## src/rtl/digit_scan.sv

```systemverilog
// rtl/digit_scan.sv - two-digit display scan controller; optional blank interval via DIGIT_SCAN_BLANK_EN
module digit_scan #(
  parameter int nbits    = 7,
  parameter int PRESCALE = 50000,
  parameter int BLANK    = 4
) (
  input  logic             clk,
  input  logic             rst,
  input  logic             en,
  input  logic [nbits-1:0] seg_in,
  output logic             dec,
  output logic [nbits-1:0] seg_out,
  output logic [1:0]       an,
  output logic             frame_done
);

  localparam logic [15:0] C_DWELL_LAST = 16'(PRESCALE - 1);
`ifdef DIGIT_SCAN_BLANK_EN
  localparam logic [15:0] C_BLANK_LAST = 16'(BLANK - 1);
`endif

  // Reject parameter values the 16-bit dwell counter or the blank interval cannot honour
  if (PRESCALE < 2 || PRESCALE > 65536) begin : g_chk_prescale
    $error("digit_scan: PRESCALE must lie in 2..65536");
  end
  if (BLANK < 1 || BLANK > 255) begin : g_chk_blank
    $error("digit_scan: BLANK must lie in 1..255");
  end

`ifdef DIGIT_SCAN_BLANK_EN
  typedef enum logic [2:0] {
    S_IDLE     = 3'd0,
    S_SHOW_LSB = 3'd1,
    S_BLANK_A  = 3'd2,
    S_SHOW_MSB = 3'd3,
    S_BLANK_B  = 3'd4
  } state_t;
`else
  typedef enum logic [2:0] {
    S_IDLE     = 3'd0,
    S_SHOW_LSB = 3'd1,
    S_SHOW_MSB = 3'd3
  } state_t;
`endif

  state_t           r_state;
  logic [15:0]      r_cnt;
  logic             r_dec;
  logic [1:0]       r_an;
  logic [nbits-1:0] r_seg;
  logic             r_done;

  // Scan sequencer: state, dwell counter and every output move together on one edge
  always_ff @(posedge clk or negedge rst) begin
    if (!rst) begin
      r_state <= S_IDLE;
      r_cnt   <= '0;
      r_dec   <= 1'b0;
      r_an    <= 2'b11;
      r_seg   <= '0;
      r_done  <= 1'b0;
    end else begin
      r_done <= 1'b0;
      // Pattern is sampled in every scanning state; IDLE holds the last one
      if (r_state != S_IDLE) begin
        r_seg <= seg_in;
      end
      if (!en) begin
        // Disable wins over any dwell expiry, so an abandoned frame never pulses
        r_state <= S_IDLE;
        r_cnt   <= '0;
        r_an    <= 2'b11;
        r_dec   <= 1'b0;
      end else begin
        case (r_state)
          S_IDLE: begin
            r_cnt <= '0;
            r_dec <= 1'b0;
`ifdef DIGIT_SCAN_BLANK_EN
            r_state <= S_BLANK_B;
            r_an    <= 2'b11;
`else
            r_state <= S_SHOW_LSB;
            r_an    <= 2'b10;
`endif
          end
          S_SHOW_LSB: begin
            if (r_cnt == C_DWELL_LAST) begin
              r_cnt <= '0;
              r_dec <= 1'b1;
`ifdef DIGIT_SCAN_BLANK_EN
              r_state <= S_BLANK_A;
              r_an    <= 2'b11;
`else
              r_state <= S_SHOW_MSB;
              r_an    <= 2'b01;
`endif
            end else begin
              r_cnt <= r_cnt + 16'd1;
            end
          end
          S_SHOW_MSB: begin
            if (r_cnt == C_DWELL_LAST) begin
              r_cnt  <= '0;
              r_dec  <= 1'b0;
              r_done <= 1'b1;
`ifdef DIGIT_SCAN_BLANK_EN
              r_state <= S_BLANK_B;
              r_an    <= 2'b11;
`else
              r_state <= S_SHOW_LSB;
              r_an    <= 2'b10;
`endif
            end else begin
              r_cnt <= r_cnt + 16'd1;
            end
          end
`ifdef DIGIT_SCAN_BLANK_EN
          S_BLANK_A: begin
            if (r_cnt == C_BLANK_LAST) begin
              r_cnt   <= '0;
              r_state <= S_SHOW_MSB;
              r_an    <= 2'b01;
              r_dec   <= 1'b1;
            end else begin
              r_cnt <= r_cnt + 16'd1;
            end
          end
          S_BLANK_B: begin
            if (r_cnt == C_BLANK_LAST) begin
              r_cnt   <= '0;
              r_state <= S_SHOW_LSB;
              r_an    <= 2'b10;
              r_dec   <= 1'b0;
            end else begin
              r_cnt <= r_cnt + 16'd1;
            end
          end
`endif
          default: begin
            r_state <= S_IDLE;
            r_cnt   <= '0;
            r_an    <= 2'b11;
            r_dec   <= 1'b0;
          end
        endcase
      end
    end
  end

  assign dec        = r_dec;
  assign an         = r_an;
  assign seg_out    = r_seg;
  assign frame_done = r_done;

endmodule

```

## config.mk

```make
export PLATFORM = sky130hd
export DESIGN_NAME = digit_scan
export DESIGN_NICKNAME = d
export VERILOG_FILES = /design/src/rtl/digit_scan.sv
export SDC_FILE = /design/constraint.sdc
export NUM_CORES = 1
export LEC_CHECK = 0
export ABC_AREA = 1
export CAP_MARGIN = 5
export CORE_MARGIN = 4
export CORE_UTILIZATION = 55
export CTS_BUF_LIST = sky130_fd_sc_hd__clkbuf_8
export DETAILED_ROUTE_END_ITERATION = 10
export PLACE_DENSITY = 0.88
export SYNTH_ARGS = -nofsm -noshare
export SYNTH_HDL_FRONTEND = slang
export SYNTH_SLANG_ARGS = --single-unit
```

## constraint.sdc

```tcl
create_clock -name clk -period 2.6 [get_ports clk]
set_input_delay 0.52 -clock clk [delete_from_list [all_inputs] [get_ports clk]]
set_output_delay 0.52 -clock clk [all_outputs]
set_load 0.05 [all_outputs]
```

==> results of run 1 <==
==> worst min-delay path by stage <==
stage / to / from / depth (start not counted)
global placement: r_cnt[0] / r_cnt[0] / 1
detailed placement: r_cnt[0] / r_cnt[0] / 1
global route: r_cnt[0] / r_cnt[0] / 1
floorplan: dec / rst / 0
CTS: r_cnt[0] / r_cnt[0] / 1
finish: r_cnt[0] / r_cnt[0] / 1
==> logic make-up after synthesis <==
| group | Yosys count | synth area share, % |
|---|---|---|
| AO/OA/AOI/OAI | 8 | 3.31 |
| XOR/XNOR | 3 | 1.74 |
| adder cells (fa/ha/maj) | 6 | 4.96 |
| buffers and inverters | 24 | 7.03 |
| flip-flops | 29 | 48.1 |
| multiplexers | 7 | 5.21 |
| AND/OR/NAND/NOR | 95 | 29.6 |
==> layout make-up <==
class                           count  area, sq um  area share (%)
Clock buffer                        6         82.6            4.55
Clock inverter                      1         3.75           0.207
Inverter                           20         75.1            4.14
Multi-Input combinational cell    119          678            37.4
Sequential cell                    29          728            40.2
Tap cell                           30         37.5            2.07
Timing Repair Buffer               21          208            11.5
==> layer usage <==
metal	up-vias	wire length, um	track usage (%)
met1	591	1440	25.5
met5	-	0	0
li1	591	-	-
met4	0	64	9.29
met3	10	181	6.81
met2	42	1530	30.6
==> layout by cell type (no fill, tap or decap), drive strengths merged <==
master	n
xor2	2
nor3	6
buf	1
xnor2	1
nand3	19
ha	6
dfrtp	27
o21ai	2
nand2	33
a21oi	3
o21bai	2
dfstp	2
clkdlybuf4s50	20
nand4	2
mux2	7
or2	1
clkbuf	6
nor2	34
a31oi	1
inv	21
==> metrics by stage <==
stage	setup WS (ns)	hold WS, ns	power [mW]	std cells
floorplan	1.26	0.224	1.16	172
global placement	0.648	0.447	1.34	219
detailed placement	0.585	0.460	1.37	219
CTS	0.455	0.469	1.74	226
global route	0.413	0.493	1.81	226
finish	0.460	0.464	1.73	226
==> synthesized netlist by cell type <==
cell type	instances	area, sq um
nand2_1	29	109
nor3_2	5	50.1
nand3_1	19	95.1
nor2_4	1	11.3
clkbuf_1	1	3.75
o21ai_2	1	8.76
ha_1	6	75.1
mux2_2	7	78.8
buf_6	2	22.5
dfrtp_1	27	676
o21bai_1	2	15.0
dfstp_2	2	52.6
nor2_1	31	116
xor2_1	2	17.5
xnor2_1	1	8.76
nor2_2	2	12.5
nand4_1	2	12.5
inv_1	19	71.3
or2_2	1	6.26
inv_2	1	3.75
a21oi_1	3	15.0
nand2_2	3	18.8
a31oi_1	1	6.26
nand2_4	1	11.3
o21ai_0	1	5.00
nor3_1	1	5.00
buf_2	1	5.00
==> power breakdown <==
group / internal, mW / total [mW] / switching, mW
Sequential: 0.559 / 0.623 / 0.0640
Combinational: 0.269 / 0.737 / 0.468
Clock: 0.205 / 0.367 / 0.162
Total: 1.03 / 1.73 / 0.693
==> registers in the layout, indices dropped and copies added, names as in the netlist <==
register	flops
r_cnt	16
an	2
dec	1
frame_done	1
seg_out	7
r_state	2
==> metrics.txt, run 1 <==
placed cell areas=1730 sq um; CTS Buf Count=5; row count=18; die area=3650 sq um; Crit path arrival time=1.62 ns; end of the critical path=an[0]; Post-Syn Nets=188; Mean Syn Cell Area=8.79 sq um; Top delay family on crit path=buffers and inverters; Worst-path clk slew=0.06 ns; gr ovfl total=0; fill count=206; CTS max path bufs=2; Max-Cap Viols=0; crit end category=output pin; starting density of the core=59.4%; Seq/Total Area, Yosys=48.1%; Final ANT Viol Nets=0; Setup Viol. Count Final=0; Final nets=212; IO Pins=21; vias in the first global route=1194; core box area=2540 sq um; DR vias=1234; IR drop worst, VDD=1090 uV; clk sinks=29; Achievable Freq=467 MHz; Reg2Reg Launch Point=r_state[0]; Via density=5.46; pin count of the biggest net entering global routing=30; worst hold path type=reg2reg; critical path's slowest cell=clkdlybuf4s50_1; cells on worst reg2reg path=5; WL per Instance=14.2 um; Crit Path Category=reg2out; skew final=0.000986 ns; setup slack, reg-to-reg=1.00 ns; fin. max-slew vios=0; Die Y=60.4 um; Root Buffer=clkbuf_8; Post-Syn Area=1510 sq um; setup repair bufs after CTS=0; RSZ-0062 raised after global routing=no; GPL Wtd Cong=0.929; Static Leak=0.820 nW; Netlist cell types=27; share of cells above drive strength 1=15.8%; Area Growth Syn to Fin=19.9%; die width=60.4 um; Levels on crit path=1; outcome=complete, no violations; Startpoint Class=flip-flop; final core utilization=71.2%; slowest stage delay, CP=0.81 ns; final WL=3.22 mm; CTS Hold Bufs=0; Tmin final=2.14 ns; later-pin clock latency in the skew report=0.28 ns; CP required=2.08 ns; post-CTS sizing=0; detailed-route DRC error count=0; setup TNS=0 ns; Pre-antenna DRT Iters=4; Max-slew headroom=65.4%; IO Port Bufs=20; Reg-to-Reg End=r_cnt[5]; cells along the critical path=clkdlybuf4s50_1; CTS tree=done; Tcrit/Tclk final=82.3%; H-tree levels=2; synth warn=0; first-pass GRT wire length=5.26 mm; gr usage total=19.9%; Pwr Density=953 nW/um^2; cell area after layout=1810 sq um; worst slew pin tran=0.517 ns; Worst Setup SP=an[0]; final hold vios=0; Synth Register Bits=29; CP Max Fanout=2; Buf/Inv on CP=1; drt initial violations=60; DP Wirelength=2.32 mm; initial antenna violation count=0; Mapped Cells=172; antenna diode count=0
(Power assumes the default switching activity.)
==> run 2, diff against run 1 <==
clock period = 2 ns   (was 2.6 ns; I/O delays follow)
==> run 2 against run 1 <==
  * Flip-flop and latch count is the same
  * Die area is the same
  * Cell count rose by 1.3%
  * Hold slack hardly changed
  * Sequential power rose by 30%
  * Critical path depth is the same
  * Critical path type unchanged
  * Global-route usage increased by 0.86 points
==> metrics.txt, run 2 (synthesis gave the netlist of run 1 again) <==
Pwr Density=1240 nW/um^2 (was 953 nW/um^2); CP Max Fanout=2 (unchanged); Final nets=214 (was 212); gr ovfl total=0 (unchanged); Max-Cap Viols=0 (unchanged); cells along the critical path=clkdlybuf4s50_1 (unchanged); Buf/Inv on CP=1 (unchanged); setup TNS=0 ns (unchanged); Tmin final=1.86 ns; drt initial violations=57 (was 60); Worst Setup SP=seg_out[3] (was an[0]); first-pass GRT wire length=5.52 mm (was 5.26 mm); CTS max path bufs=2 (unchanged); IR drop worst, VDD=1490 uV (was 1090 uV); final hold vios=0 (unchanged); cells on worst reg2reg path=9 (was 5); Startpoint Class=flip-flop (unchanged); gr usage total=20.8% (was 19.9%); final WL=3.25 mm (was 3.22 mm); Achievable Freq=537 MHz; setup slack, reg-to-reg=0.41 ns (was 1.00 ns); RSZ-0062 raised after global routing=no (unchanged); IO Pins=21 (unchanged); H-tree levels=2 (unchanged); CTS Hold Bufs=0 (unchanged); detailed-route DRC error count=0 (unchanged); Max-slew headroom=64.2% (was 65.4%); CTS tree=done (unchanged); Reg-to-Reg End=r_state[0] (was r_cnt[5]); Reg2Reg Launch Point=r_cnt[0] (was r_state[0]); fin. max-slew vios=0 (unchanged); row count=18 (unchanged); post-CTS sizing=0 (unchanged); die area=3650 sq um (unchanged); Crit path arrival time=1.46 ns (was 1.62 ns); crit end category=output pin (unchanged); Setup Viol. Count Final=0 (unchanged); largest register by flop count=r_cnt (unchanged); Static Leak=0.827 nW (was 0.820 nW); DR vias=1219 (was 1234); initial antenna violation count=0 (unchanged); critical path's slowest cell=clkdlybuf4s50_1 (unchanged); DP Wirelength=2.41 mm (was 2.32 mm); later-pin clock latency in the skew report=0.28 ns (about the same); outcome=complete, no violations (unchanged); max FFs per register=16 (unchanged); CP required=1.60 ns (was 2.08 ns); share of cells above drive strength 1=18.6% (was 15.8%); starting density of the core=59.4% (unchanged); Crit Path Category=reg2out (unchanged); Root Buffer=clkbuf_8 (unchanged); IO Port Bufs=20 (unchanged); commonest non-fill, non-tap cell in the layout=nor2_1 (unchanged); WL per Instance=14.2 um (about the same); WHS Endpoint=r_cnt[0] (unchanged); WHS=0.464 ns (about the same); core box area=2540 sq um (unchanged); pin count of the biggest net entering global routing=30 (unchanged); worst hold path type=reg2reg (unchanged); Top delay family on crit path=buffers and inverters (unchanged); min-delay src=r_cnt[0] (unchanged); Final ANT Viol Nets=0 (unchanged); Worst-path clk slew=0.06 ns (about the same); Via density=5.32 (was 5.46); antenna diode count=0 (unchanged); slowest stage delay, CP=0.83 ns (was 0.81 ns); Hold Crit Depth=1 (unchanged); die width=60.4 um (unchanged); skew final=0.00512 ns (was 0.000986 ns); worst slew pin tran=0.535 ns (was 0.517 ns); CTS Buf Count=5 (unchanged); Die Y=60.4 um (unchanged); vias in the first global route=1207 (was 1194); commonest cells after routing, fill and taps aside=nor2_1, nand2_1, dfrtp_1 (unchanged); Tcrit/Tclk final=93.1%; GPL Wtd Cong=0.971 (was 0.929); setup repair bufs after CTS=0 (unchanged); Pre-antenna DRT Iters=4 (unchanged); Area Growth Syn to Fin=20.5% (was 19.9%); clk sinks=29 (unchanged)
## run 2: cell types whose count changed in the layout (fill, tap and decap cells not counted)
cell,change
clkdlybuf4s50_1,-2
inv_1,-1
buf_4,+4
clkbuf_8,-1
clkinv_2,+2
clkinvlp_4,+1
## run 2: final cells by class
type / instances / area (sq um)
flip-flops and latches: 29 / 728
fillers: 191 / 722
multi-input cells: 119 / 678
repair buffers: 23 / 218
inverters: 20 / 75.1
clock buffers: 5 / 68.8
well taps: 30 / 37.5
clock inverters: 3 / 17.5
## run 2: layer usage
layer / GRT usage (%) / routed length [um] / vias up
met2: 33.5 / 1650 / 47
met1: 26.3 / 1370 / 565
met5: 0 / 0 / -
li1: - / - / 598
met3: 6.38 / 168 / 9
met4: 8.05 / 61 / 0
## run 2: report_power, final
part,internal [mW],total [mW],leakage [nW],switching [mW]
Combinational,0.368,0.992,0.404,0.624
Clock,0.239,0.458,0.0439,0.219
Sequential,0.727,0.811,0.379,0.0839
Total,1.33,2.26,0.827,0.927
## run 2: worst max-delay path by stage
stage	slack [ns]	depth (start not counted)	to
finish	0.14	1	seg_out[3]
global route	0.10	1	seg_out[5]
CTS	0.13	1	seg_out[3]
detailed placement	0.34	6	r_cnt[9]
global placement	0.40	6	r_state[1]
floorplan	0.66	4	seg_out[0]
## run 2: through the flow
stage               instances  cell area [sq um]  total power, mW  worst slack (ns)  util, %
global placement          221               1740             1.77             0.400     68.2
global route              229               1820             2.39             0.102     71.6
CTS                       229               1820             2.28             0.129     71.6
floorplan                 172               1510             1.50             0.658        -
detailed placement        221               1740             1.81             0.344     68.2
finish                    229               1820             2.26             0.137     71.6
==> run 3, diff against run 2 <==
CORE_MARGIN = 2   (was 4)
==> run 3 against run 2 <==
  * Register-to-register slack barely moved
  * Design area fell by 0.14%
  * Cell count did not move
  * Fmax rose by 0.48%
  * Clock skew rose by 0.0027 ns
  * Combinational power fell by 3.6%
  * Largest power group unchanged
==> metrics.txt, run 3 (synthesis gave the netlist of run 1 again) <==
outcome=complete, no violations (unchanged); Pwr Density=1240 nW/um^2 (about the same); GPL Wtd Cong=0.868 (was 0.971); worst slew pin tran=0.511 ns (was 0.535 ns); Tcrit/Tclk final=92.7% (was 93.1%); die area=3190 sq um (was 3650 sq um); Final ANT Viol Nets=0 (unchanged); post-CTS sizing=0 (unchanged); vias in the first global route=1194 (was 1207); largest register by flop count=r_cnt (unchanged); antenna diode count=0 (unchanged); CTS Hold Bufs=0 (unchanged); Die Y=56.4 um (was 60.4 um); final hold vios=0 (unchanged); Startpoint Class=flip-flop (unchanged); Clock power frac=21.9% (was 20.2%); setup repair bufs after CTS=0 (unchanged); later-pin clock latency in the skew report=0.29 ns (was 0.28 ns); Hold Crit Depth=1 (unchanged); CP required=1.60 ns (about the same); Max-slew headroom=65.8% (was 64.2%); Final nets=213 (was 214); Worst-path clk slew=0.06 ns (about the same); Static Leak=0.832 nW (was 0.827 nW); pin count of the biggest net entering global routing=30 (unchanged); final core utilization=67.8% (was 71.6%); Pre-antenna DRT Iters=4 (unchanged); H-tree levels=2 (unchanged); DP Wirelength=2.08 mm (was 2.41 mm); DR vias=1220 (was 1219); final std cells w/o fill=229 (unchanged); share of power burned in registers=35.8% (was 35.9%); Tmin final=1.85 ns (was 1.86 ns); Max-Cap Viols=0 (unchanged); Psw=908 uW (was 927 uW); drt initial violations=34 (was 57); setup TNS=0 ns (unchanged); WL per Instance=12.7 um (was 14.2 um); fill count=200 (was 191); initial antenna violation count=0 (unchanged); commonest non-fill, non-tap cell in the layout=nor2_1 (unchanged); die width=56.4 um (was 60.4 um); slowest stage delay, CP=0.81 ns (was 0.83 ns); WHS=0.466 ns (was 0.464 ns); final WL=2.92 mm (was 3.25 mm); Crit path arrival time=1.45 ns (was 1.46 ns); CTS tree=done (unchanged); pre-CTS setup slack=0.217 ns (was 0.344 ns); Setup Viol. Count Final=0 (unchanged); row count=19 (was 18); detailed-route DRC error count=0 (unchanged); cells on worst reg2reg path=8 (was 9); final setup margin=0.146 ns (was 0.137 ns); gr ovfl total=0 (unchanged); Achievable Freq=539 MHz (was 537 MHz); Root Buffer=clkbuf_8 (unchanged); area of the multi-input gates=678 sq um (unchanged); commonest cells after routing, fill and taps aside=nor2_1, nand2_1, dfrtp_1 (unchanged); clk sinks=29 (unchanged); RSZ-0062 raised after global routing=no (unchanged); CTS max path bufs=2 (unchanged); gr usage total=21.4% (was 20.8%); P_int=1.35 mW (was 1.33 mW); combinational share of power=42.3% (was 43.9%); critical path's slowest cell=clkdlybuf4s50_1 (unchanged); Buf/Inv on CP=1 (unchanged); fin. max-slew vios=0 (unchanged); share of cells above drive strength 1=17.2% (was 18.6%); Via density=5.33 (was 5.32); Levels on crit path=1 (unchanged); IR drop worst, VDD=1160 uV (was 1490 uV); IO Port Bufs=20 (unchanged); Area Growth Syn to Fin=20.3% (was 20.5%); core box area=2690 sq um (was 2540 sq um); Crit Path Category=reg2out (unchanged); worst hold path type=reg2reg (unchanged); CTS Buf Count=5 (unchanged); Top delay family on crit path=buffers and inverters (unchanged); skew final=0.00786 ns (was 0.00512 ns); crit end category=output pin (unchanged); placed cell count=221 (unchanged); max FFs per register=16 (unchanged); first-pass GRT wire length=5.11 mm (was 5.52 mm); IO Pins=21 (unchanged); register area=728 sq um (unchanged); cells along the critical path=clkdlybuf4s50_1 (unchanged); sw frac=40.2% (was 41.0%); CP Max Fanout=2 (unchanged); starting density of the core=56.3% (was 59.4%)
## run 3: cell count changes in the layout (fill, tap and decap cells not counted)
cell / change
clkinvlp_4: -1
clkinv_2: -2
clkbuf_8: +1
buf_4: -1
inv_1: +2
## run 3: path summary, 6_finish.rpt
path	start	to	slack, ns
worst max-delay path	dec	dec	0.15
worst min-delay path	r_cnt[0]	r_cnt[0]	0.47
worst max register to register	r_cnt[0]	r_cnt[2]	0.42
worst min register to register	r_cnt[0]	r_cnt[0]	0.47
max in group asynchronous	rst	an[1]	1.20
min in group asynchronous	rst	r_cnt[10]	0.49
## run 3: routing by layer
layer / vias to the layer above / wire [um] / GRT usage [%]
li1: 590 / - / -
met1: 563 / 1180 / 25.2
met2: 55 / 1390 / 32.1
met3: 12 / 230 / 8.99
met4: 0 / 112 / 13.3
met5: - / 0 / 0
## run 3: per-stage QoR
stage / area [sq um] / power, mW
after floorplan: 1510 / 1.50
after global placement: 1730 / 1.75
after detailed placement: 1730 / 1.77
after CTS: 1820 / 2.29
after global routing: 1820 / 2.39
final: 1820 / 2.26
## run 3: power by group through the flow
stage	clock, mW	combinational [mW]	sequential [mW]
2_1_floorplan	0	0.372	1.13
3_3_place_gp	0	0.938	0.812
3_5_place_dp	0	0.956	0.816
4_1_cts	0.511	0.967	0.811
5_1_grt	0.531	1.03	0.829
6_report	0.494	0.956	0.810
## run 3: cell type report
| type | instances | area share, % |
|---|---|---|
| clock buffer | 6 | 4.54 |
| tap | 31 | 2.13 |
| timing repair buffer | 22 | 11.5 |
| inverter | 20 | 4.12 |
| multi-input combinational | 119 | 37.3 |
| sequential | 29 | 40.0 |
| clock inverter | 2 | 0.412 |
